**config.mk**
```make
export PLATFORM = sky130hd
export DESIGN_NAME = alu_muldiv_flat
export DESIGN_NICKNAME = d
export VERILOG_FILES = /design/src/rtl/alu_muldiv_if.sv /design/src/rtl/alu_muldiv.sv /design/src/flat_wrapper.sv
export SDC_FILE = /design/constraint.sdc
export NUM_CORES = 1
export LEC_CHECK = 0
export ABC_AREA = 1
export BUFFER_PORTS_ARGS = -buffer_cell sky130_fd_sc_hd__buf_2
export CAP_MARGIN = 20
export CORE_ASPECT_RATIO = 0.7
export CORE_MARGIN = 2
export CORE_UTILIZATION = 25
export DETAILED_ROUTE_END_ITERATION = 16
export GPL_TIMING_DRIVEN = 0
export PLACE_DENSITY_LB_ADDON = 0.2
export SETUP_SLACK_MARGIN = 0.02
export SLEW_MARGIN = 20
export SYNTH_ARGS = -nofsm -noshare
export SYNTH_HDL_FRONTEND = slang
export SYNTH_SLANG_ARGS = --single-unit
```
**constraint.sdc**
```tcl
create_clock -name clk -period 5.05 [get_ports clk]
set_input_delay 1.01 -clock clk [delete_from_list [all_inputs] [get_ports clk]]
set_output_delay 1.01 -clock clk [all_outputs]
set_load 0.03 [all_outputs]
```
**src/rtl/alu_muldiv_if.sv**
```systemverilog
// alu_muldiv_if: request/response bundle between the control unit and the
// iterative RV32M multiply/divide unit.
interface alu_muldiv_if #(
  parameter int XLEN = 32
);
  logic            start;
  logic [2:0]      op;
  logic [XLEN-1:0] a;
  logic [XLEN-1:0] b;
  logic            busy;
  logic            done;
  logic [XLEN-1:0] result;

  modport master (output start, op, a, b, input busy, done, result);
  modport slave  (input start, op, a, b, output busy, done, result);
endinterface

```
**src/rtl/alu_muldiv.sv**
```systemverilog
// alu_muldiv: iterative RV32M multiply/divide unit, one bit per cycle.
// Multiply is shift-add on operand magnitudes, divide is restoring; the sign
// of the final value is fixed up when the last iteration completes.
// Optional build macro MULDIV_EARLY_OUT_EN: divide-by-zero, signed overflow
// and zero operands skip the iteration and finish one cycle after accept.
module alu_muldiv #(
  parameter int XLEN = 32
) (
  input logic         clk,
  input logic         reset,
  alu_muldiv_if.slave bus
);
  localparam int CNT_W = $clog2(XLEN) + 1;

  localparam logic [2:0] OP_MUL    = 3'b000;
  localparam logic [2:0] OP_MULH   = 3'b001;
  localparam logic [2:0] OP_MULHSU = 3'b010;
  localparam logic [2:0] OP_DIV    = 3'b100;
  localparam logic [2:0] OP_REM    = 3'b110;

  typedef enum logic [1:0] {IDLE, CALC, DONE} state_t;

  state_t          state, state_n;
  logic            accept;
  logic            early;
  logic [2:0]      op_q;
  logic            sa_q, sb_q, dz_q;
  logic [XLEN-1:0] mag_a_q, mag_b_q;
  logic [XLEN-1:0] hi_q, lo_q;
  logic [CNT_W-1:0] cnt_q;
  logic [XLEN-1:0] result_q;

  logic            sa_in, sb_in;
  logic [XLEN-1:0] mag_a_in, mag_b_in;
  logic            last;
  logic [XLEN:0]   mul_sum, div_sh, div_diff;
  logic [XLEN-1:0] hi_step, lo_step;

  // Two's-complement magnitude of v when neg is set.
  function automatic logic [XLEN-1:0] magnitude(input logic [XLEN-1:0] v, input logic neg);
    return neg ? -v : v;
  endfunction

  // Apply RISC-V sign rules to the raw magnitude result and pick the half/word.
  function automatic logic [XLEN-1:0] finalize(input logic [2:0] op, input logic sa,
                                               input logic sb, input logic dz,
                                               input logic [XLEN-1:0] hi,
                                               input logic [XLEN-1:0] lo);
    logic [2*XLEN-1:0] prod;
    logic [XLEN-1:0]   quo, rem;
    if (op[2]) begin
      quo = dz ? '1 : ((sa ^ sb) ? -lo : lo);
      rem = sa ? -hi : hi;
      return op[1] ? rem : quo;
    end
    prod = {hi, lo};
    if (sa ^ sb) prod = -prod;
    return (op == OP_MUL) ? prod[XLEN-1:0] : prod[2*XLEN-1:XLEN];
  endfunction

`ifdef MULDIV_EARLY_OUT_EN
  localparam logic [XLEN-1:0] MOST_NEG = {1'b1, {(XLEN-1){1'b0}}};

  logic ovf_in, take_early;

  // Result of a case that needs no iteration (only valid when take_early).
  function automatic logic [XLEN-1:0] early_result(input logic [2:0] op,
                                                   input logic [XLEN-1:0] a,
                                                   input logic [XLEN-1:0] b,
                                                   input logic ovf);
    if (op[2]) begin
      if (b == '0) return op[1] ? a : '1;
      if (ovf)     return op[1] ? '0 : a;
    end
    return '0;
  endfunction

  assign ovf_in     = bus.op[2] && !bus.op[0] && (bus.a == MOST_NEG) && (bus.b == '1);
  assign take_early = (bus.a == '0) || (bus.b == '0) || (bus.op[2] && ovf_in);
`endif

  // Operand sign detection: MUL is treated as unsigned, MULHSU signs a only.
  assign sa_in    = bus.a[XLEN-1] && (bus.op == OP_MULH || bus.op == OP_MULHSU ||
                                      bus.op == OP_DIV  || bus.op == OP_REM);
  assign sb_in    = bus.b[XLEN-1] && (bus.op == OP_MULH || bus.op == OP_DIV ||
                                      bus.op == OP_REM);
  assign mag_a_in = magnitude(bus.a, sa_in);
  assign mag_b_in = magnitude(bus.b, sb_in);
  assign last     = (cnt_q == CNT_W'(XLEN - 1));

  // One iteration: {hi,lo} is the product register or remainder/quotient pair.
  always_comb begin
    mul_sum  = {1'b0, hi_q} + (lo_q[0] ? {1'b0, mag_a_q} : '0);
    div_sh   = {hi_q, lo_q[XLEN-1]};
    div_diff = div_sh - {1'b0, mag_b_q};
    if (op_q[2]) begin
      hi_step = div_diff[XLEN] ? div_sh[XLEN-1:0] : div_diff[XLEN-1:0];
      lo_step = {lo_q[XLEN-2:0], ~div_diff[XLEN]};
    end else begin
      hi_step = mul_sum[XLEN:1];
      lo_step = {mul_sum[0], lo_q[XLEN-1:1]};
    end
  end

  // State register.
  always_ff @(posedge clk) begin
    if (reset) state <= IDLE;
    else       state <= state_n;
  end

  // Next state and accept decode; start is only looked at in IDLE or DONE.
  always_comb begin
    state_n = state;
    accept  = 1'b0;
    early   = 1'b0;
    case (state)
      IDLE, DONE: begin
        if (bus.start) begin
          accept  = 1'b1;
          state_n = CALC;
`ifdef MULDIV_EARLY_OUT_EN
          if (take_early) begin
            early   = 1'b1;
            state_n = DONE;
          end
`endif
        end else begin
          state_n = IDLE;
        end
      end
      CALC:    if (last) state_n = DONE;
      default: state_n = IDLE;
    endcase
  end

  // Operand latch on accept, iteration in CALC, result load entering DONE.
  always_ff @(posedge clk) begin
    if (reset) begin
      op_q     <= '0;
      sa_q     <= 1'b0;
      sb_q     <= 1'b0;
      dz_q     <= 1'b0;
      mag_a_q  <= '0;
      mag_b_q  <= '0;
      hi_q     <= '0;
      lo_q     <= '0;
      cnt_q    <= '0;
      result_q <= '0;
    end else if (accept) begin
      op_q    <= bus.op;
      sa_q    <= sa_in;
      sb_q    <= sb_in;
      dz_q    <= bus.op[2] && (bus.b == '0);
      mag_a_q <= mag_a_in;
      mag_b_q <= mag_b_in;
      hi_q    <= '0;
      lo_q    <= bus.op[2] ? mag_a_in : mag_b_in;
      cnt_q   <= '0;
`ifdef MULDIV_EARLY_OUT_EN
      if (early) result_q <= early_result(bus.op, bus.a, bus.b, ovf_in);
`endif
    end else if (state == CALC) begin
      hi_q  <= hi_step;
      lo_q  <= lo_step;
      cnt_q <= cnt_q + CNT_W'(1);
      if (last) result_q <= finalize(op_q, sa_q, sb_q, dz_q, hi_step, lo_step);
    end
  end

  assign bus.busy   = (state == CALC);
  assign bus.done   = (state == DONE);
  assign bus.result = result_q;
endmodule

```
**src/flat_wrapper.sv**
```systemverilog
// flat-port wrapper written by rule: the top's interface ports become plain ports
module alu_muldiv_flat 
#(
  parameter int XLEN = 32
)
  (clk, reset, bus_start, bus_op, bus_a, bus_b, bus_busy, bus_done, bus_result);
  alu_muldiv_if #(.XLEN(XLEN)) bus_i ();
  input logic clk;
  input logic reset;
  input wire logic [$bits(bus_i.start)-1:0] bus_start;
  input wire logic [$bits(bus_i.op)-1:0] bus_op;
  input wire logic [$bits(bus_i.a)-1:0] bus_a;
  input wire logic [$bits(bus_i.b)-1:0] bus_b;
  output wire logic [$bits(bus_i.busy)-1:0] bus_busy;
  output wire logic [$bits(bus_i.done)-1:0] bus_done;
  output wire logic [$bits(bus_i.result)-1:0] bus_result;
  assign bus_i.start = bus_start;
  assign bus_i.op = bus_op;
  assign bus_i.a = bus_a;
  assign bus_i.b = bus_b;
  assign bus_busy = bus_i.busy;
  assign bus_done = bus_i.done;
  assign bus_result = bus_i.result;
  alu_muldiv #(.XLEN(XLEN)) u_core (.clk(clk), .reset(reset), .bus(bus_i));
endmodule
```
==> results of run 1 <==
[registers in the layout, summed over array words and instances (netlist names)]
register and cells:
u_core.bus.result 32, u_core.hi_q 32, u_core.lo_q 32, u_core.mag_a_q 32, u_core.mag_b_q 32, u_core.cnt_q 6
u_core.op_q 3, u_core.state 2, u_core.dz_q 1, u_core.sa_q 1, u_core.sb_q 1
[synth_stat cells (4+ instances only)]
library cell / instances
nand2_1: 903
inv_1: 447
nor2_1: 320
nand3_1: 298
o21ai_0: 210
dfxtp_1: 174
a21oi_1: 169
clkbuf_1: 73
ha_1: 69
xor2_1: 60
xnor2_1: 42
o211ai_1: 37
nand2_2: 32
nor3_1: 32
o21ai_1: 29
nand4_1: 22
nor2_2: 22
buf_1: 20
o21a_1: 20
inv_2: 19
o22ai_1: 19
or2_2: 19
nand3b_1: 18
buf_2: 14
o221ai_1: 14
o21bai_1: 12
a31oi_1: 8
nor4_1: 8
buf_6: 7
nand2_4: 6
o21ai_2: 6
a221oi_1: 5
and2_1: 4
nand3_2: 4
nor2_4: 4
o31ai_1: 4
[worst max-delay path by stage]
stage	cells past startpoint	slack, ps	to
final	34	230	u_core.bus.result[26]
after global routing	34	-3	u_core.bus.result[26]
after CTS	33	110	u_core.bus.result[20]
after detailed placement	32	-510	u_core.bus.result[20]
after global placement	33	-510	u_core.bus.result[20]
after floorplan	34	1140	u_core.bus.result[28]
[metrics by stage]
step	TNS [ps]	hold slack, ps
after global routing	-2.604	494.9
final	0	460.7
after CTS	0	463.5
after floorplan	0	428.6
after global placement	-4595	442.4
after detailed placement	-4596	444.6
[layer usage]
metal	part of all wire	vias to the layer above
li1	-	10500
met1	0.50	10130
met2	0.38	1007
met3	0.11	69
met4	0.016	0
met5	0	-
[worst reg2reg max path: cells and delay by family, from the launching register on]
| family | cells | cell delay, ps |
|---|---|---|
| and+or+nand+nor | 26 | 2990 |
| adders and majority gates | 3 | 790 |
| DFF | 1 | 380 |
| AOI/OAI and AO/OA | 1 | 290 |
| buffers and inverters | 4 | 270 |
[final cells by class]
cell class | instances | area, µm² | share of cell area
clock buffer | 17 | 425.4 | 0.02074
antenna | 3 | 7.507 | 0.0003661
buffer | 116 | 519.2 | 0.02532
tap | 966 | 1209 | 0.05893
timing repair buffer | 107 | 548.0 | 0.02672
clock inverter | 15 | 193.9 | 0.009456
inverter | 469 | 1760 | 0.08584
sequential | 174 | 3487 | 0.1700
multi-input combinational | 2425 | 12360 | 0.6026
[logic make-up after synthesis]
kind of cell,synth area share
simple gates,0.4076
flops,0.1934
compound gates,0.1722
mux,0.0005557
fa+ha+maj,0.05015
buf+inv,0.1266
xor+xnor,0.04959
[what timing repair did]
action / CTS / global route
gates resized for setup: 7 / 26
endpoints found under the setup margin: 16 / 24
pin swaps: 1 / 7
endpoints found under the hold margin: 0 / 0
buffers inserted: 1 / 4
[power groups by stage]
stage          Sequential, µW  Clock, µW  Combinational, µW
6_report                 1570       1480               3630
3_3_place_gp             1590          0               3480
2_1_floorplan            1560          0               2310
3_5_place_dp             1590          0               3470
4_1_cts                  1560       1490               3490
5_1_grt                  1580       1550               3960
==> impl_metrics.toml, run 1 <==
[run_status]
status = "completed"

[pwr]
comb_power_share = 0.544
leakage_uw = 0.01013
ir_drop_v = 0.0002321
switching_share = 0.5157
pwr_density_cell_mw_per_mm2 = 325.8
power_frac_seq = 0.234
total_power_uw = 6681
power.switching_uw = 3446
internal-power_uw = 3236
power_frac_clock = 0.222

[grt]
grt_pass1_wl_um = 135400
grt_util_all_layers = 0.2483
grt.met3_usage = 0.06682
grt-ovfl-total = 0
busiest_layer = "met1"
grtUsageMet1 = 0.3839
grt_pass1_vias = 19910
met2_usage = 0.3356
antenna_found_initial = 4
grt_start_max_net_pins = 19

[clock_network]
cts.sinks = 174
root_buffer = "clkbuf_16"
htreeDepth = 4
cts_tree = "built"
cts_hold_repair.buffers = 0
clk_latency_ps = 490
cts_buffer_depth = 2
path_clk_slew_ps = 80
numCtsBuffers = 17

[detailed_routing]
drc_errors = 0
first_iter_violations = 2572
dr.pass1.iters = 9
vias = 21700
ant_nets = 0
detail_route.wl_per_cell_um = 21.88
drt_wl_total_um = 93890
avgViaCountPerCell = 5.056

[timing]
worst_slew_pin_slew_ps = 1019
finalHoldViolations = 0
finalClockSkew_ps = 22.39
slew_headroom = 0.3204
period_minus_slack_ps = 4824
rsz0062_at_grt = "yes"
fin_crit_sh = 0.9552
fmax_mhz = 207.3
timing.final.ws_setup_ps = 226.3
final_max_slew_viol_count = 0
setup_viol = 0

[worst_setup_path]
startpoint = "u_core.lo_q[31]"
end_kind = "register"
arrival_ps = 5200
cp_num_buf_inv = 4
cp_max_fo = 10
cpMostUsedCell = "nand3_1"
r2r-start = "u_core.lo_q[31]"
timing.rr.end = "u_core.bus.result[26]"
path_class = "reg -> reg"
critPathSlowestCell = "dfxtp_4"
worstPathRequired_ps = 5430
cpPeakStageDelay_ps = 380
r2r_slack_ps = 230
critPathTopFamily = "simple AND/OR/NAND/NOR gates"
startpoint_type = "register"
reg2reg_depth = 34

[placed_design]
portBuffers = 102
hpwlAfterDp_um = 79750
dp_slack_ps = -506.6
globalplace.congestion = 0.9928
place_area_mm2 = 0.01973
dp.cells = 4253

[layout]
stdcell_area_mm2 = 0.02051
fillerInstances = 8331
nets = 3451
area_growth_pct = 13.84
final_cells = 4292
layout_commonest_cell = "nand2_1"
drive_above_1_share = 0.09299
layout_common_cells = "nand2_1 (898), inv_1 (445), nor2_1 (316)"
final_core_util = 0.2872

[floorplanning]
die_y_um = 228.6
rows = 82
ioPinCount = 104
start_util = 0.2523
dieArea_mm2 = 0.07426
coreArea_mm2 = 0.07141
die_w_um = 324.8

[synthesis]
ys_seq_area_frac = 0.1934
ys_seq_elements = 174
yosys_warnings = 0
syn-num-nets = 3326
synth_edf_count = 0
synth_ff_type = "dfxtp_1"
synthTopCellsByArea = "dfxtp_1 (19%), nand2_1 (19%), inv_1 (9.3%)"
yosys.area.top_type = "dfxtp_1"
synth_cell_types = 55
synth_top_area_share = 0.1934
netlist_instances = 3185
synthArstFlopShare = 0
syn_area_mm2 = 0.01801
syn_avg_cell_area_um2 = 5.656

[worst_hold_path]
hold_start = "u_core.bus.result[30]"
min_path_type = "reg -> reg"
hold_depth = 2
hold_path_end = "u_core.bus.result[30]"

[job]
drv_cap = 0
Power figures use the tool's default switching activity.
==> inputs of run 2 (changes only) <==
Settings changed: PLACE_DENSITY from default to 0.39, PLACE_DENSITY_LB_ADDON 0.2 to default.
==> run 2 against run 1 <==
Compared with the run above: worst setup slack better by 12 ps; global-route usage rose by 0.81 points; sequential share of layout area is essentially flat; maximum frequency is 0.26% higher; first-iteration DRC count is 2.0% lower; sequential power is essentially flat; critical path type unchanged; critical endpoint is now u_core.bus.result[24]; largest cell class unchanged; highest routed layer is now met5.
==> impl_metrics.toml, run 2 (synthesis gave the netlist of run 1 again) <==
[clock_network]
cts_buffer_depth = 2
path_clk_slew_ps = 80
htreeDepth = 4
cts.sinks = 174
numCtsBuffers = 17
cts_tree = "built"
root_buffer = "clkbuf_16"
clk_latency_ps = 500
cts_hold_repair.buffers = 0

[pwr]
ir_drop_v = 0.0002049
power_frac_seq = 0.235
comb_power_share = 0.556
leakage_uw = 0.01011
power.switching_uw = 3531
switching_share = 0.5294
internal-power_uw = 3139
power_frac_clock = 0.209
total_power_uw = 6670
pwr_density_cell_mw_per_mm2 = 325.4

[worst_setup_path]
end_kind = "register"
reg2reg_depth = 32
worstPathRequired_ps = 5480
cp_max_fo = 10
startpoint = "u_core.lo_q[31]"
startpoint_type = "register"
cpMostUsedCell = "nand2_1"
path_class = "reg -> reg"
cp-endpoint = "u_core.bus.result[24]"
r2r_slack_ps = 240
critPathSlowestCell = "xor2_1"
cpPeakStageDelay_ps = 670
r2r-start = "u_core.lo_q[31]"
arrival_ps = 5240
timing.rr.end = "u_core.bus.result[24]"

[grt]
grt_pass1_wl_um = 138300
met2_usage = 0.3391
grt.met3_usage = 0.08366
grtUsageMet1 = 0.3938
grt-ovfl-total = 0
antenna_found_initial = 3
grt_pass1_vias = 19660
grt_util_all_layers = 0.2564
busiest_layer = "met1"
grt_start_max_net_pins = 19

[floorplanning]
start_util = 0.2523
coreArea_mm2 = 0.07141
rows = 82
die_w_um = 324.8
die_y_um = 228.6
ioPinCount = 104
dieArea_mm2 = 0.07426

[placed_design]
globalplace.congestion = 0.9650
hpwlAfterDp_um = 83080
dp_slack_ps = -593.3
portBuffers = 102

[layout]
drive_above_1_share = 0.09392
fillerInstances = 8388
layout_commonest_cell = "nand2_1"
layout_common_cells = "nand2_1 (899), inv_1 (445), nor2_1 (315)"
nets = 3450
final_core_util = 0.2871
regArea_mm2 = 0.003487
area_growth_pct = 13.79
multi_input_area_mm2 = 0.01240

[timing]
fin_crit_sh = 0.9527
period_minus_slack_ps = 4811
final_max_slew_viol_count = 0
holdWs_ps = 461.2
finalClockSkew_ps = 32.47
finalHoldViolations = 0
timing.final.ws_setup_ps = 238.7
setup_tns_ps = 0
fmax_mhz = 207.8
slew_headroom = 0.2803
rsz0062_at_grt = "no"
worst_slew_pin_slew_ps = 1080
setup_viol = 0

[worst_hold_path]
min_path_type = "reg -> reg"

[detailed_routing]
vias = 21510
dr.pass1.iters = 6
first_iter_violations = 2521
drt_wl_total_um = 97710
ant_nets = 0
avgViaCountPerCell = 5.013
drc_errors = 0
detail_route.wl_per_cell_um = 22.78

[job]
drv_cap = 0

[run_status]
status = "completed"
==> run 2: cell type report <==
class                   instances  share of cell area
plain buffers                 116             0.02533
multi-input cells            2425              0.6049
well taps                     966             0.05896
clock inverters                15            0.007263
flip-flops and latches        174              0.1701
repair buffers                106             0.02637
inverters                     469             0.08606
diodes                          2           0.0002441
clock buffers                  17             0.02075
==> run 2: what timing repair did <==
item	in CTS	in global routing
buffers inserted	1	3
pin swaps	1	8
resized for setup	5	36
setup endpoints to repair	16	23
==> run 2: worst min-delay path by stage <==
stage	from	endpoint	slack, ps	cells after the start
5_1_grt	u_core.bus.result[18]	u_core.bus.result[18]	480	2
3_5_place_dp	u_core.mag_a_q[16]	u_core.mag_a_q[16]	450	2
3_3_place_gp	u_core.mag_a_q[12]	u_core.mag_a_q[12]	450	2
4_1_cts	u_core.bus.result[14]	u_core.bus.result[14]	460	2
2_1_floorplan	u_core.mag_a_q[0]	u_core.mag_a_q[0]	430	2
6_report	u_core.bus.result[14]	u_core.bus.result[14]	460	2
==> run 2: worst max-delay path, delay by kind of cell (launching register included) <==
family / cells / cell delay [ps]
flip-flops: 1 / 390
AND/OR/NAND/NOR: 22 / 2250
AO/OA/AOI/OAI: 1 / 190
XOR/XNOR: 1 / 670
adder cells (fa/ha/maj): 3 / 740
buffers and inverters: 5 / 480
==> run 2: per-layer routing <==
layer | vias up | wire length [µm] | part of all wire
met5 | - | 333 | 0.0034
met4 | 4 | 1146 | 0.012
met3 | 64 | 10010 | 0.10
met2 | 881 | 36270 | 0.37
met1 | 10050 | 49950 | 0.51
li1 | 10510 | - | -
==> run 2: through the flow <==
stage	instance area, µm²	instances
2_1_floorplan	18010	3185
3_3_place_gp	19730	4253
3_5_place_dp	19730	4253
4_1_cts	20340	4286
5_1_grt	20490	4288
6_report	20500	4290
==> run 2: power groups by stage <==
stage | sequential, µW | clock, µW | combinational (µW)
after CTS | 1560 | 1410 | 3550
after detailed placement | 1590 | 0 | 3530
after global placement | 1600 | 0 | 3550
after global routing | 1580 | 1480 | 4030
final | 1570 | 1390 | 3710
after floorplan | 1560 | 0 | 2310
